[config.mk]
export PLATFORM = sky130hd
export DESIGN_NAME = serialize_flat
export DESIGN_NICKNAME = d
export VERILOG_FILES = /design/src/rtl/serialize_if.sv /design/src/rtl/serialize.sv /design/src/flat_wrapper.sv
export SDC_FILE = /design/constraint.sdc
export NUM_CORES = 1
export LEC_CHECK = 0
export CORE_MARGIN = 5
export CORE_UTILIZATION = 50
export CTS_BUF_LIST = sky130_fd_sc_hd__clkbuf_16
export DETAILED_ROUTE_END_ITERATION = 16
export PLACE_DENSITY_LB_ADDON = 0.05
export SLEW_MARGIN = 25
export SYNTH_ARGS = -nofsm -noshare
export SYNTH_HDL_FRONTEND = slang
export SYNTH_SLANG_ARGS = --single-unit
export TNS_END_PERCENT = 20
[constraint.sdc]
create_clock -name clk -period 1.84 [get_ports clk]
set_input_delay 0.368 -clock clk [delete_from_list [all_inputs] [get_ports clk]]
set_output_delay 0.368 -clock clk [all_outputs]
set_load 0.05 [all_outputs]
[src/rtl/serialize_if.sv]
// rtl/serialize_if.sv - parallel word input and serial bit output bundle for serialize
//
// Signals:
//   din         parallel word offered by the upstream block
//   din_valid   din carries a word
//   din_ready   serializer holding buffer can take a word
//   sout        serial data bit
//   sout_valid  sout carries a bit this cycle
//   sout_first  sout carries the first bit of a word
//   busy        holding buffer full or shifter active
//
// Modports:
//   slave   the serializer side (consumes words, produces bits)
//   master  the side that offers words and watches the bit stream

interface serialize_if #(
  parameter int WIDTH = 8
);

  logic [WIDTH-1:0] din;
  logic             din_valid;
  logic             din_ready;
  logic             sout;
  logic             sout_valid;
  logic             sout_first;
  logic             busy;

  modport slave (
    input  din,
    input  din_valid,
    output din_ready,
    output sout,
    output sout_valid,
    output sout_first,
    output busy
  );

  modport master (
    output din,
    output din_valid,
    input  din_ready,
    input  sout,
    input  sout_valid,
    input  sout_first,
    input  busy
  );

endinterface

[src/rtl/serialize.sv]
// rtl/serialize.sv - parallel-to-serial converter with one-entry holding buffer
//
// Converts WIDTH-bit words into a gapless serial stream, one bit per clock,
// MSB first when MSB_FIRST=1 or LSB first when MSB_FIRST=0. A first-bit
// marker lets the downstream deserializer align to word boundaries.
//
// Ports:
//   clk       clock, rising edge
//   rst_n     asynchronous active-low reset
//   sync_clr  synchronous clear; drops the buffered word and the word in flight
//   bus       serialize_if.slave: din/din_valid/din_ready word input,
//             sout/sout_valid/sout_first bit output, busy status

module serialize #(
  parameter int WIDTH     = 8,
  parameter bit MSB_FIRST = 1'b1
) (
  input  logic        clk,
  input  logic        rst_n,
  input  logic        sync_clr,
  serialize_if.slave  bus
);

  localparam int CW = $clog2(WIDTH);
  localparam logic [CW-1:0] CNT_LAST = CW'(WIDTH - 1);

  typedef enum logic {
    IDLE  = 1'b0,
    SHIFT = 1'b1
  } state_t;

  state_t           state;
  state_t           state_nxt;
  logic             buf_full;
  logic             buf_full_nxt;
  logic [WIDTH-1:0] buf_data;
  logic [WIDTH-1:0] buf_data_nxt;
  logic [WIDTH-1:0] shreg;
  logic [WIDTH-1:0] shreg_nxt;
  logic [CW-1:0]    cnt;
  logic [CW-1:0]    cnt_nxt;
  logic             din_ready_q;

  logic             wr;
  logic             word_end;
  logic             ld;
  logic             out_bit;
  logic [WIDTH-1:0] shreg_shifted;

  // The bit on the wire is always at the "front" end of the shift register;
  // shifting moves the next bit into that position.
  generate
    if (MSB_FIRST) begin : g_msb
      assign out_bit       = shreg[WIDTH-1];
      assign shreg_shifted = {shreg[WIDTH-2:0], 1'b0};
    end else begin : g_lsb
      assign out_bit       = shreg[0];
      assign shreg_shifted = {1'b0, shreg[WIDTH-1:1]};
    end
  endgenerate

  always_comb begin
    state_nxt    = state;
    buf_full_nxt = buf_full;
    buf_data_nxt = buf_data;
    shreg_nxt    = shreg;
    cnt_nxt      = cnt;

    // A write needs an empty buffer and a load needs a full one, so the two
    // never happen on the same edge.
    wr       = bus.din_valid && din_ready_q;
    word_end = (state == SHIFT) && (cnt == CNT_LAST);
    ld       = buf_full && ((state == IDLE) || word_end);

    case (state)
      IDLE: begin
        if (ld) begin
          state_nxt = SHIFT;
        end
      end
      SHIFT: begin
        // Reloading on the last bit keeps the stream gapless.
        if (word_end && !buf_full) begin
          state_nxt = IDLE;
        end
      end
      default: begin
        state_nxt = IDLE;
      end
    endcase

    if (ld) begin
      shreg_nxt = buf_data;
      cnt_nxt   = '0;
    end else if (state == SHIFT) begin
      shreg_nxt = shreg_shifted;
      cnt_nxt   = word_end ? '0 : cnt + 1'b1;
    end

    if (wr) begin
      buf_data_nxt = bus.din;
      buf_full_nxt = 1'b1;
    end else if (ld) begin
      buf_full_nxt = 1'b0;
    end

    // Clear wins over everything, including a transfer in the same cycle.
    if (sync_clr) begin
      state_nxt    = IDLE;
      buf_full_nxt = 1'b0;
      shreg_nxt    = '0;
      cnt_nxt      = '0;
    end
  end

  always_ff @(posedge clk or negedge rst_n) begin
    if (!rst_n) begin
      state       <= IDLE;
      buf_full    <= 1'b0;
      buf_data    <= '0;
      shreg       <= '0;
      cnt         <= '0;
      din_ready_q <= 1'b0;
    end else begin
      state       <= state_nxt;
      buf_full    <= buf_full_nxt;
      buf_data    <= buf_data_nxt;
      shreg       <= shreg_nxt;
      cnt         <= cnt_nxt;
      // Registered copy of !buf_full; held low while in reset.
      din_ready_q <= !buf_full_nxt;
    end
  end

  // Outputs depend only on registered state, never on din/din_valid.
  assign bus.din_ready  = din_ready_q;
  assign bus.sout_valid = (state == SHIFT);
  assign bus.sout       = (state == SHIFT) && out_bit;
  assign bus.sout_first = (state == SHIFT) && (cnt == '0);
  assign bus.busy       = buf_full || (state == SHIFT);

endmodule

[src/flat_wrapper.sv]
// flat-port wrapper written by rule: the top's interface ports become plain ports
module serialize_flat 
#(
  parameter int WIDTH     = 8,
  parameter bit MSB_FIRST = 1'b1
)
  (clk, rst_n, sync_clr, bus_din, bus_din_valid, bus_din_ready, bus_sout, bus_sout_valid, bus_sout_first, bus_busy);
  serialize_if #(.WIDTH(WIDTH)) bus_i ();
  input  logic clk;
  input  logic rst_n;
  input  logic sync_clr;
  input wire logic [$bits(bus_i.din)-1:0] bus_din;
  input wire logic [$bits(bus_i.din_valid)-1:0] bus_din_valid;
  output wire logic [$bits(bus_i.din_ready)-1:0] bus_din_ready;
  output wire logic [$bits(bus_i.sout)-1:0] bus_sout;
  output wire logic [$bits(bus_i.sout_valid)-1:0] bus_sout_valid;
  output wire logic [$bits(bus_i.sout_first)-1:0] bus_sout_first;
  output wire logic [$bits(bus_i.busy)-1:0] bus_busy;
  assign bus_i.din = bus_din;
  assign bus_i.din_valid = bus_din_valid;
  assign bus_din_ready = bus_i.din_ready;
  assign bus_sout = bus_i.sout;
  assign bus_sout_valid = bus_i.sout_valid;
  assign bus_sout_first = bus_i.sout_first;
  assign bus_busy = bus_i.busy;
  serialize #(.WIDTH(WIDTH), .MSB_FIRST(MSB_FIRST)) u_core (.clk(clk), .rst_n(rst_n), .sync_clr(sync_clr), .bus(bus_i));
endmodule
# Yosys cells after proc, flatten, opt, wreduce, memory -nomap -nowiden
# Cells that the tools add are included.
totals:
  register_bits: 22
  latchBits: 0
  ramBits: 0
  rom_bits: 0
  elab_cells: 35
  mem_count: 0
op_classes:
  addsub: 1
  multipliers: 0
  n_div: 0
  order_cmp: 0
  eq_ne: 1
  shifts: 0
  n_mux: 14
  bitwise_logic: 1
  n_reduce_logical: 12
op_table:
  columns: ["cell", "count"]
  rows:
  - ["$mux W8", 3]
  - ["$mux W3", 4]
  - ["$logic_and A1 B1 Y1", 6]
  - ["$mux W1", 6]
  - ["$add A3 B1 Y3 const B", 1]
  - ["$eq A3 B3 Y1 const B", 1]
  - ["$logic_not A3 Y1", 1]
  - ["$reduce_bool A3 Y1", 1]
  - ["$logic_not A1 Y1", 2]
  - ["$logic_or A1 B1 Y1", 2]
  - ["$pmux W1 S2", 1]
  - ["$not A1 Y1", 1]

# Depth between registers and ports, before layout
# Gate-level depths: netlist (run 1).
logic_depth:
  ltp_word: 8
  mapped_depth: 5
  ltp_nobuf: 5

# Worst setup path before layout (run 1)
# No wires, ideal clock.
synth_timing:
  path_type: "register to output"
  startpoint: "register u_core.state, in the netlist u_core.bus.sout_valid"
  endpoint: "output bus_sout_first"
  arrival_ns: 2.045
  required_ns: 1.472
  path_slack_ns: -0.573
  stages_incl_launch_ff: 3
  path_buffers: 0
  path_cell_list: "dfrtp_1 inv_2 nor3b_1"
synth_via:
  elab_chain_cells: 1
synth_lines:
  columns: ["item", "line", "text"]
  rows:
  - ["start: declaration", "serialize.sv:32", "state_t state;"]
  - ["start signal: assignment", "serialize.sv:125", "state <= state_nxt;"]
  - ["$logic_and A1 B1 Y1", "serialize.sv:139", "assign bus.sout_first = (state == SHIFT) && (cnt == '0);"]
  - ["end: declaration", "flat_wrapper.sv:17", "output wire logic [$bits(bus_i.sout_first)-1:0] bus_sout_first;"]
# Every way passes these cells.

# Final worst setup path (run 1)
layout_timing:
  startpoint: "register u_core.cnt[0]"
  endpoint: "register u_core.shreg[7]"
layout_via:
  elab_chain_cells: 6
layout_lines:
  columns: ["item", "line", "text"]
  rows:
  - ["start: declaration", "serialize.sv:40", "logic [CW-1:0] cnt;"]
  - ["start signal: assignment", "serialize.sv:129", "cnt <= cnt_nxt;"]
  - ["$eq A3 B3 Y1 *", "serialize.sv:72", "word_end = (state == SHIFT) && (cnt == CNT_LAST);"]
  - ["$logic_and A1 B1 Y1 *", "serialize.sv:72", null]
  - ["$logic_or A1 B1 Y1 *", "serialize.sv:73", "ld = buf_full && ((state == IDLE) || word_end);"]
  - ["$logic_and A1 B1 Y1 *", "serialize.sv:73", null]
  - ["$mux W8", "serialize.sv:92", "if (ld) begin"]
  - ["$mux W8", "serialize.sv:108", "if (sync_clr) begin"]
  - ["end signal: assignment", "serialize.sv:128", "shreg <= shreg_nxt;"]
  - ["end: declaration", "serialize.sv:38", "logic [WIDTH-1:0] shreg;"]
# Mark *: on every way between the ends. The rest lies on a longest branch, timed or not.
# A chain may end at the register's enable or synchronous reset.

==> results.cfg, run 1 <==
[status]
status = completed

[detailed_routing]
wire_per_inst_um = 16.4
drtAntennaViolNets = 0
wl_met1_um = 912
wl_met3_um = 104
drt-total-wl_um = 2050
firstDrtPassIters = 4
drt_iter0_markers = 11
highest_layer = met4
vias = 671
met2_length_um = 998
drc_errors = 0
avgViaCountPerCell = 5.37

[synthesis]
synth_compound_area_share_pct = 12.6
ys_warn_count = 0
synth_xor_area_share_pct = 0
synth.area.mux_share_pct = 9.99
syn-num-nets = 92
ys_seq_area_share_pct = 54.9
postSynthCellCount = 77
synth_top_area_share_pct = 54.9
yosys.area_share.simple_pct = 15.0
syn_area_um2 = 1000
ys_types = 23
synth_fa_ha_area_share_pct = 3.75
synthTopCellsByArea = dfrtp_1 (55%), mux2_2 (9.0%), a221o_1 (7.0%)
synth-seq-cells = 22
avgSynthCellArea_um2 = 13.0
synth_top_family_by_area = simple AND/OR/NAND/NOR gates
synth_top_area_cell = dfrtp_1

[setup_path]
worstPathRequired_ps = 1970
critPathCaptureType = flip-flop
worstSetupStartpointType = flip-flop
crit_start = u_core.cnt[0]
crit_arrival_ps = 1820
rr_worst_depth = 5
reg2reg_from = u_core.cnt[0]
r2r_end = u_core.shreg[7]
critPathKind = flip-flop to flip-flop
worst-r2r-setup-slack_ps = 150
path_max_fanout = 7
endpoint = u_core.shreg[7]

[global_routing]
grt_pass1_wl_um = 3390
antenna_found_initial = 0
gr-total-overflow = 0
grt_max_degree = 23
grt_pass1_vias = 726
grt_usage_pct = 16.9

[die]
fp.dieW_um = 54.8
initial_utilization_pct = 51.6
coreArea_um2 = 1940
rows = 16
dieArea_um2 = 3000
io_pins = 17
fp.dieH_um = 54.8

[pwr]
p_leak_uw = 0.000603
ir_worst_vdd_mv = 0.756
pwr_density_cell_nw_per_um2 = 1010

[sta]
fin_crit_sh_pct = 91.9
rsz0062_at_grt = no
hold_viol = 0
min_period_ps = 1690
max_freq_mhz = 591
fin_tns_setup_ps = 0
holdWs_ps = 453
slew_viol_final = 0
max-slew-margin-rel_pct = 72.1
finalSetupViolations = 0
worstMarginPinSlew_ps = 418
skew_ps = 2.25

[final_layout]
fin_nets = 114
register_area_um2 = 551
multi_input_area_um2 = 425
n_antenna_cell = 0
syn2layout_area_growth_pct = 33.8
layout-drive-gt1-share_pct = 33.7
nFillCells = 151

[clock_tree]
postCtsHoldBufs = 0
root_buffer = clkbuf_16
ctsResizeCount = 0
cts_tree = yes
clkSinkCount = 22
path_clk_slew_ps = 60
cts_setup_buffers = 0
htree_levels = 1
clockBufferDepth = 2
cts_made_buffers = 3
clk_latency_ps = 250

[job]
drv_cap = 0

[min_path]
hold_class = primary input to async pin

[place]
gp_congestion = 0.780
port_buffers = 16
dp_hpwl_um = 1480
-- layout make-up --
type                            count  area share, %
Clock buffer                        3           5.60
Multi-Input combinational cell     48           31.7
Sequential cell                    22           41.0
Inverter                            5           1.40
Clock inverter                      1           2.24
Tap cell                           27           2.52
Timing Repair Buffer               19           15.5
-- registers in the layout, summed over array words and instances (netlist names) --
register               cells
u_core.cnt                 3
u_core.buf_full            1
u_core.shreg               8
u_core.bus.sout_valid      1
u_core.buf_data            8
u_core.bus.din_ready       1
-- cells by family after synthesis --
logic type	count (synthesis)
flip-flops	22
buffers and inverters	7
adder cells (fa/ha/maj)	3
AO/OA/AOI/OAI	13
AND/OR/NAND/NOR	23
multiplexers	9
-- critical path, stage by stage, from the launching register on --
cell and delay, ps:
dfrtp_1 420, ha_1 220, ha_1 240, and2b_4 310
nor3b_4 80, a221o_1 310
-- placed cells by master (no fill, tap or decap), drive strengths merged --
master         instances
and2b                  1
ha                     3
a211oi                 1
mux2                   8
mux2i                  1
a21o                   1
a32oi                  1
nand2                  3
a21oi                  1
buf                    8
inv                    5
nor3                   1
nor3b                  3
dfrtp                 22
nor2                   7
a221o                  7
bufinv                 1
and2                   8
clkdlybuf4s50         11
a31oi                  1
clkbuf                 3
a2bb2oi                1
-- metal layers --
layer,up-vias,global-route usage (%)
met3,6,4.90
met1,331,20.5
met2,18,26.8
met4,0,9.13
met5,-,0
li1,316,-
-- Yosys cell counts, drive strengths merged --
cell,number
a2bb2oi,1
a31oi,1
nor3,1
mux2,8
a32oi,1
inv,5
a21oi,1
and2,8
ha,3
buf,2
a21o,1
nor3b,3
mux2i,1
a211oi,1
dfrtp,22
a221o,7
and2b,1
nor2,7
nand2,3
-- per-stage QoR --
step | total power [uW] | utilization (%) | worst slack (ps) | instances | cell area [um^2]
after detailed placement | 760 | 63.7 | 137 | 121 | 1240
final | 1350 | 69.1 | 149 | 125 | 1340
after global placement | 750 | 63.7 | 179 | 121 | 1240
after floorplan | 672 | - | 71.5 | 77 | 1010
after global routing | 1410 | 69.1 | 60.6 | 125 | 1340
after CTS | 1360 | 69.1 | 149 | 125 | 1340
-- power by group --
group,switching (uW),leakage (uW),total [uW],internal [uW]
registers,32.5,0.000281,559,527
clock network,171,0.0000511,603,432
logic,92.0,0.000271,191,99.0
-- worst min path at each step --
stage                            start                  to  slack (ps)  cells after the start
floorplan                        rst_n  u_core.buf_data[0]          70                      0
global placement    u_core.buf_data[1]     u_core.shreg[1]         490                      1
detailed placement     u_core.shreg[3]     u_core.shreg[4]         490                      1
CTS                              rst_n       u_core.cnt[2]         460                      2
global route                     rst_n  u_core.buf_data[6]         480                      2
finish                           rst_n     u_core.shreg[5]         450                      2
Power figures use the tool's default switching activity.
==> run 2, diff against run 1 <==
--- a/config.mk
+++ b/config.mk
@@ -8,8 +8,9 @@
 export CORE_MARGIN = 5
 export CORE_UTILIZATION = 50
 export CTS_BUF_LIST = sky130_fd_sc_hd__clkbuf_16
+export CTS_CLUSTER_DIAMETER = 100
 export DETAILED_ROUTE_END_ITERATION = 16
-export PLACE_DENSITY_LB_ADDON = 0.05
+export PLACE_DENSITY = 0.76
 export SLEW_MARGIN = 25
 export SYNTH_ARGS = -nofsm -noshare
 export SYNTH_HDL_FRONTEND = slang
==> run 2 against run 1 <==
Compared with the run above:
- first-iteration DRC count stayed put
- largest cell class unchanged
- via count is 0.15% higher
- clock skew is 4.6 ps higher
- die area stayed put
- sequential power hardly changed
- register-to-register slack hardly changed
==> results.cfg, run 2 (synthesized netlist as in run 1, its figures left out) <==
[status]
status = completed

[detailed_routing]
avgViaCountPerCell = 5.33
drtAntennaViolNets = 0
vias = 672
drc_errors = 0
wire_per_inst_um = 14.1
drt-total-wl_um = 1780
firstDrtPassIters = 4
drt_iter0_markers = 11

[final_layout]
n_antenna_cell = 0
multi_input_area_um2 = 425
final_cell_mix = dfrtp_1 (22), clkdlybuf4s50_1 (11), mux2_2 (8)
reg_top3 = u_core.buf_data (8), u_core.shreg (8), u_core.cnt (3)
layout-drive-gt1-share_pct = 34.3
nFillCells = 146
register_area_um2 = 551
fin_nets = 115
syn2layout_area_growth_pct = 34.6
final_common_cell = dfrtp_1

[die]
initial_utilization_pct = 51.6
rows = 16
coreArea_um2 = 1940
dieArea_um2 = 3000
io_pins = 17
fp.dieW_um = 54.8
fp.dieH_um = 54.8

[setup_path]
cp_cell_sequence = nor2_1 -> inv_1 -> buf_12
slowest_stage = dfrtp_1
cp_num_buf_inv = 2
worst-r2r-setup-slack_ps = 150
critPathTopFamily = flip-flops
worstPathRequired_ps = 1470
worstSetupStartpointType = flip-flop
critPathKind = flip-flop to primary output
critPathCaptureType = primary output
crit_arrival_ps = 1330
path_max_fanout = 8
max_stage_delay_ps = 490

[place]
dp_hpwl_um = 1300
port_buffers = 16
pre_cts_ws_ps = 152
gp_congestion = 0.744

[clock_tree]
postCtsHoldBufs = 0
ctsResizeCount = 0
clkSinkCount = 22
cts_setup_buffers = 0
cts_tree = yes
htree_levels = 1
path_clk_slew_ps = 60
cts_made_buffers = 3
clockBufferDepth = 2
clk_latency_ps = 260
root_buffer = clkbuf_16

[sta]
fin_tns_setup_ps = 0
skew_ps = 6.88
finalSetupViolations = 0
holdWs_ps = 450
max-slew-margin-rel_pct = 72.5
rsz0062_at_grt = no
fin_crit_sh_pct = 92.4
min_period_ps = 1700
hold_viol = 0
worst_slack_ps = 139
max_freq_mhz = 588
worstMarginPinSlew_ps = 412
slew_viol_final = 0

[global_routing]
grt_pass1_vias = 704
grt_usage_pct = 15.1
antenna_found_initial = 0
grt_max_degree = 23
gr-total-overflow = 0
grt_pass1_wl_um = 3150

[pwr]
p_switching_uw = 296
comb_power_share_pct = 13.8
pwr_density_cell_nw_per_um2 = 1000
power_uw = 1350
ir_worst_vdd_mv = 0.778
p_leak_uw = 0.000608
clkPwrFrac_pct = 45.0
switching_share_pct = 21.9
p_int_uw = 1060
seqPwrFrac_pct = 41.2

[job]
drv_cap = 0

[min_path]
hold_class = primary input to async pin
==> run 2: cell types whose count changed in the layout (fill, tap and decap cells not counted) <==
cell,delta
buf_4,+1
==> run 2: power groups by stage <==
stage | clock network, uW | registers [uW] | logic [uW]
3_5_place_dp | 0 | 566 | 189
5_1_grt | 633 | 564 | 205
2_1_floorplan | 0 | 564 | 108
3_3_place_gp | 0 | 564 | 186
4_1_cts | 619 | 557 | 190
6_report | 610 | 558 | 187
==> run 2: final cells by class <==
class | count | share of cell area, %
clock buffers | 3 | 5.57
inverters | 5 | 1.39
multi-input cells | 48 | 31.5
repair buffers | 20 | 16.0
flip-flops and latches | 22 | 40.8
clock inverters | 1 | 2.23
well taps | 27 | 2.50
==> run 2: worst paths after layout <==
check / start / to / depth (start not counted)
setup / recovery: u_core.buf_full / bus_busy / 3
hold / removal: rst_n / u_core.cnt[0] / 2
setup reg to reg: u_core.cnt[0] / u_core.shreg[4] / 5
hold reg to reg: u_core.shreg[4] / u_core.shreg[5] / 1
max in group asynchronous: rst_n / u_core.shreg[4] / 2
min in group clk: u_core.shreg[4] / u_core.shreg[5] / 1
==> run 2: per-layer routing <==
metal	GRT usage (%)	wire length [um]
met4	7.47	40
met3	3.54	97
met5	0	0
met1	18.4	778
met2	24.6	861
==> run 2: through the flow <==
step	cell area (um^2)	utilization [%]	instances
floorplan	1010	-	77
global placement	1240	64.0	122
detailed placement	1240	64.0	122
CTS	1350	69.5	126
global route	1350	69.5	126
finish	1350	69.5	126
==> run 3, diff against run 2 <==
--- a/config.mk
+++ b/config.mk
@@ -11,6 +11,7 @@
 export CTS_CLUSTER_DIAMETER = 100
 export DETAILED_ROUTE_END_ITERATION = 16
 export PLACE_DENSITY = 0.76
+export RECOVER_POWER = 100
 export SLEW_MARGIN = 25
 export SYNTH_ARGS = -nofsm -noshare
 export SYNTH_HDL_FRONTEND = slang
==> run 3 against run 2 <==
Compared with the run above:
- final area fell by 2.1%
- count of clock-buffer cells in the layout did not move
- highest routed layer unchanged
- clock skew is essentially flat
- largest cell class unchanged
- global-route usage did not move
- final cell count is the same
- first-iteration DRC count decreased by 9.1%
==> results.cfg, run 3 (synthesized netlist as in run 1, its figures left out) <==
[job]
drv_cap = 0

[global_routing]
antenna_found_initial = 0
grt_pass1_wl_um = 3150
grtUsageMet3_pct = 3.54
grtUsageMet1_pct = 18.4
grt_usage_pct = 15.1
grt-busiest-layer = met2
use_met2_pct = 24.6
grt_max_degree = 23
grt_pass1_vias = 704
gr-total-overflow = 0

[final_layout]
final_cell_mix = dfrtp_1 (22), clkdlybuf4s50_1 (9), mux2_2 (8)
n_antenna_cell = 0
nFillCells = 151
syn2layout_area_growth_pct = 31.7
layout-drive-gt1-share_pct = 32.3
stdcell_count = 126
reg_top3 = u_core.buf_data (8), u_core.shreg (8), u_core.cnt (3)
final_common_cell = dfrtp_1
fin_nets = 115

[place]
port_buffers = 16
dp_cells = 122
dp_hpwl_um = 1300
pre_cts_ws_ps = 152
gp_congestion = 0.744

[sta]
fin_tns_setup_ps = 0
max_freq_mhz = 587
skew_ps = 6.96
min_period_ps = 1700
finalSetupViolations = 0
max-slew-margin-rel_pct = 24.5
hold_viol = 0
rsz0062_at_grt = no
worstMarginPinSlew_ps = 1130
fin_crit_sh_pct = 92.6
worst_slack_ps = 135
slew_viol_final = 0

[clock_tree]
cts_setup_buffers = 0
ctsResizeCount = 0
cts_tree = yes
clkSinkCount = 22
path_clk_slew_ps = 60
cts_made_buffers = 3
clockBufferDepth = 2
root_buffer = clkbuf_16
clk_latency_ps = 260
htree_levels = 1
postCtsHoldBufs = 0

[pwr]
p_leak_uw = 0.000594
ir_worst_vdd_mv = 0.778
pwr_density_cell_nw_per_um2 = 1010
power_uw = 1340

[detailed_routing]
vias = 675
drt-total-wl_um = 1770
drc_errors = 0
drt_iter0_markers = 10
drtAntennaViolNets = 0
wire_per_inst_um = 14.0
firstDrtPassIters = 4
avgViaCountPerCell = 5.36

[die]
initial_utilization_pct = 51.6
coreArea_um2 = 1940
rows = 16
fp.dieW_um = 54.8
fp.dieH_um = 54.8
io_pins = 17
dieArea_um2 = 3000

[setup_path]
worstSetupStartpointType = flip-flop
critPathCaptureType = primary output
critPathKind = flip-flop to primary output
worstPathRequired_ps = 1470
path_max_fanout = 8
crit_arrival_ps = 1340

[min_path]
hold_class = flip-flop to flip-flop

[status]
status = completed
==> run 3: cell count changes in the layout (fill, tap and decap cells not counted), sizes merged <==
cell	change
clkbuf	+4
buf	-4
dlygate4sd3	+2
clkdlybuf4s50	-2
==> run 3: final timing paths <==
check,from,to,slack [ps],cells after the start
worst max-delay path,u_core.buf_full,bus_busy,140,3
worst min-delay path,u_core.shreg[4],u_core.shreg[5],500,1
worst max register to register,u_core.cnt[0],u_core.shreg[4],150,5
worst min register to register,u_core.shreg[4],u_core.shreg[5],500,1
max in group asynchronous,rst_n,u_core.shreg[4],310,2
min in group asynchronous,rst_n,u_core.cnt[0],850,2
==> run 3: metrics by stage <==
step | area, um^2 | util (%) | hold WS (ps)
5_1_grt | 1320 | 68.0 | 517
3_5_place_dp | 1240 | 64.0 | 493
2_1_floorplan | 1010 | - | 72.4
6_report | 1320 | 68.0 | 502
3_3_place_gp | 1240 | 64.0 | 485
4_1_cts | 1350 | 69.5 | 459
==> run 3: critical path, cell delays in order (launching register included) <==
cell,delay (ps)
dfrtp_1,490
nor2_1,290
inv_1,80
clkbuf_4,220
==> run 3: power by group <==
part / internal [uW] / leakage (uW) / total (uW) / switching (uW)
registers: 527 / 0.000281 / 558 / 31.1
logic: 87.1 / 0.000262 / 172 / 84.8
clock network: 432 / 0.0000511 / 610 / 177
==> run 3: cell type report <==
cell class                 instances  area [um^2]  share of cell area, %
multi-input combinational         48          419                   31.8
inverter                           5         18.8                   1.42
clock buffer                       3         75.1                   5.69
tap                               27         33.8                   2.56
sequential                        22          551                   41.7
clock inverter                     1         30.0                   2.27
timing repair buffer              20          193                   14.6
==> run 3: metal layers <==
layer	up-vias	part of all wire [%]
met5	-	0
met1	335	43
met3	5	5.7
li1	319	-
met4	0	2.3
met2	16	49
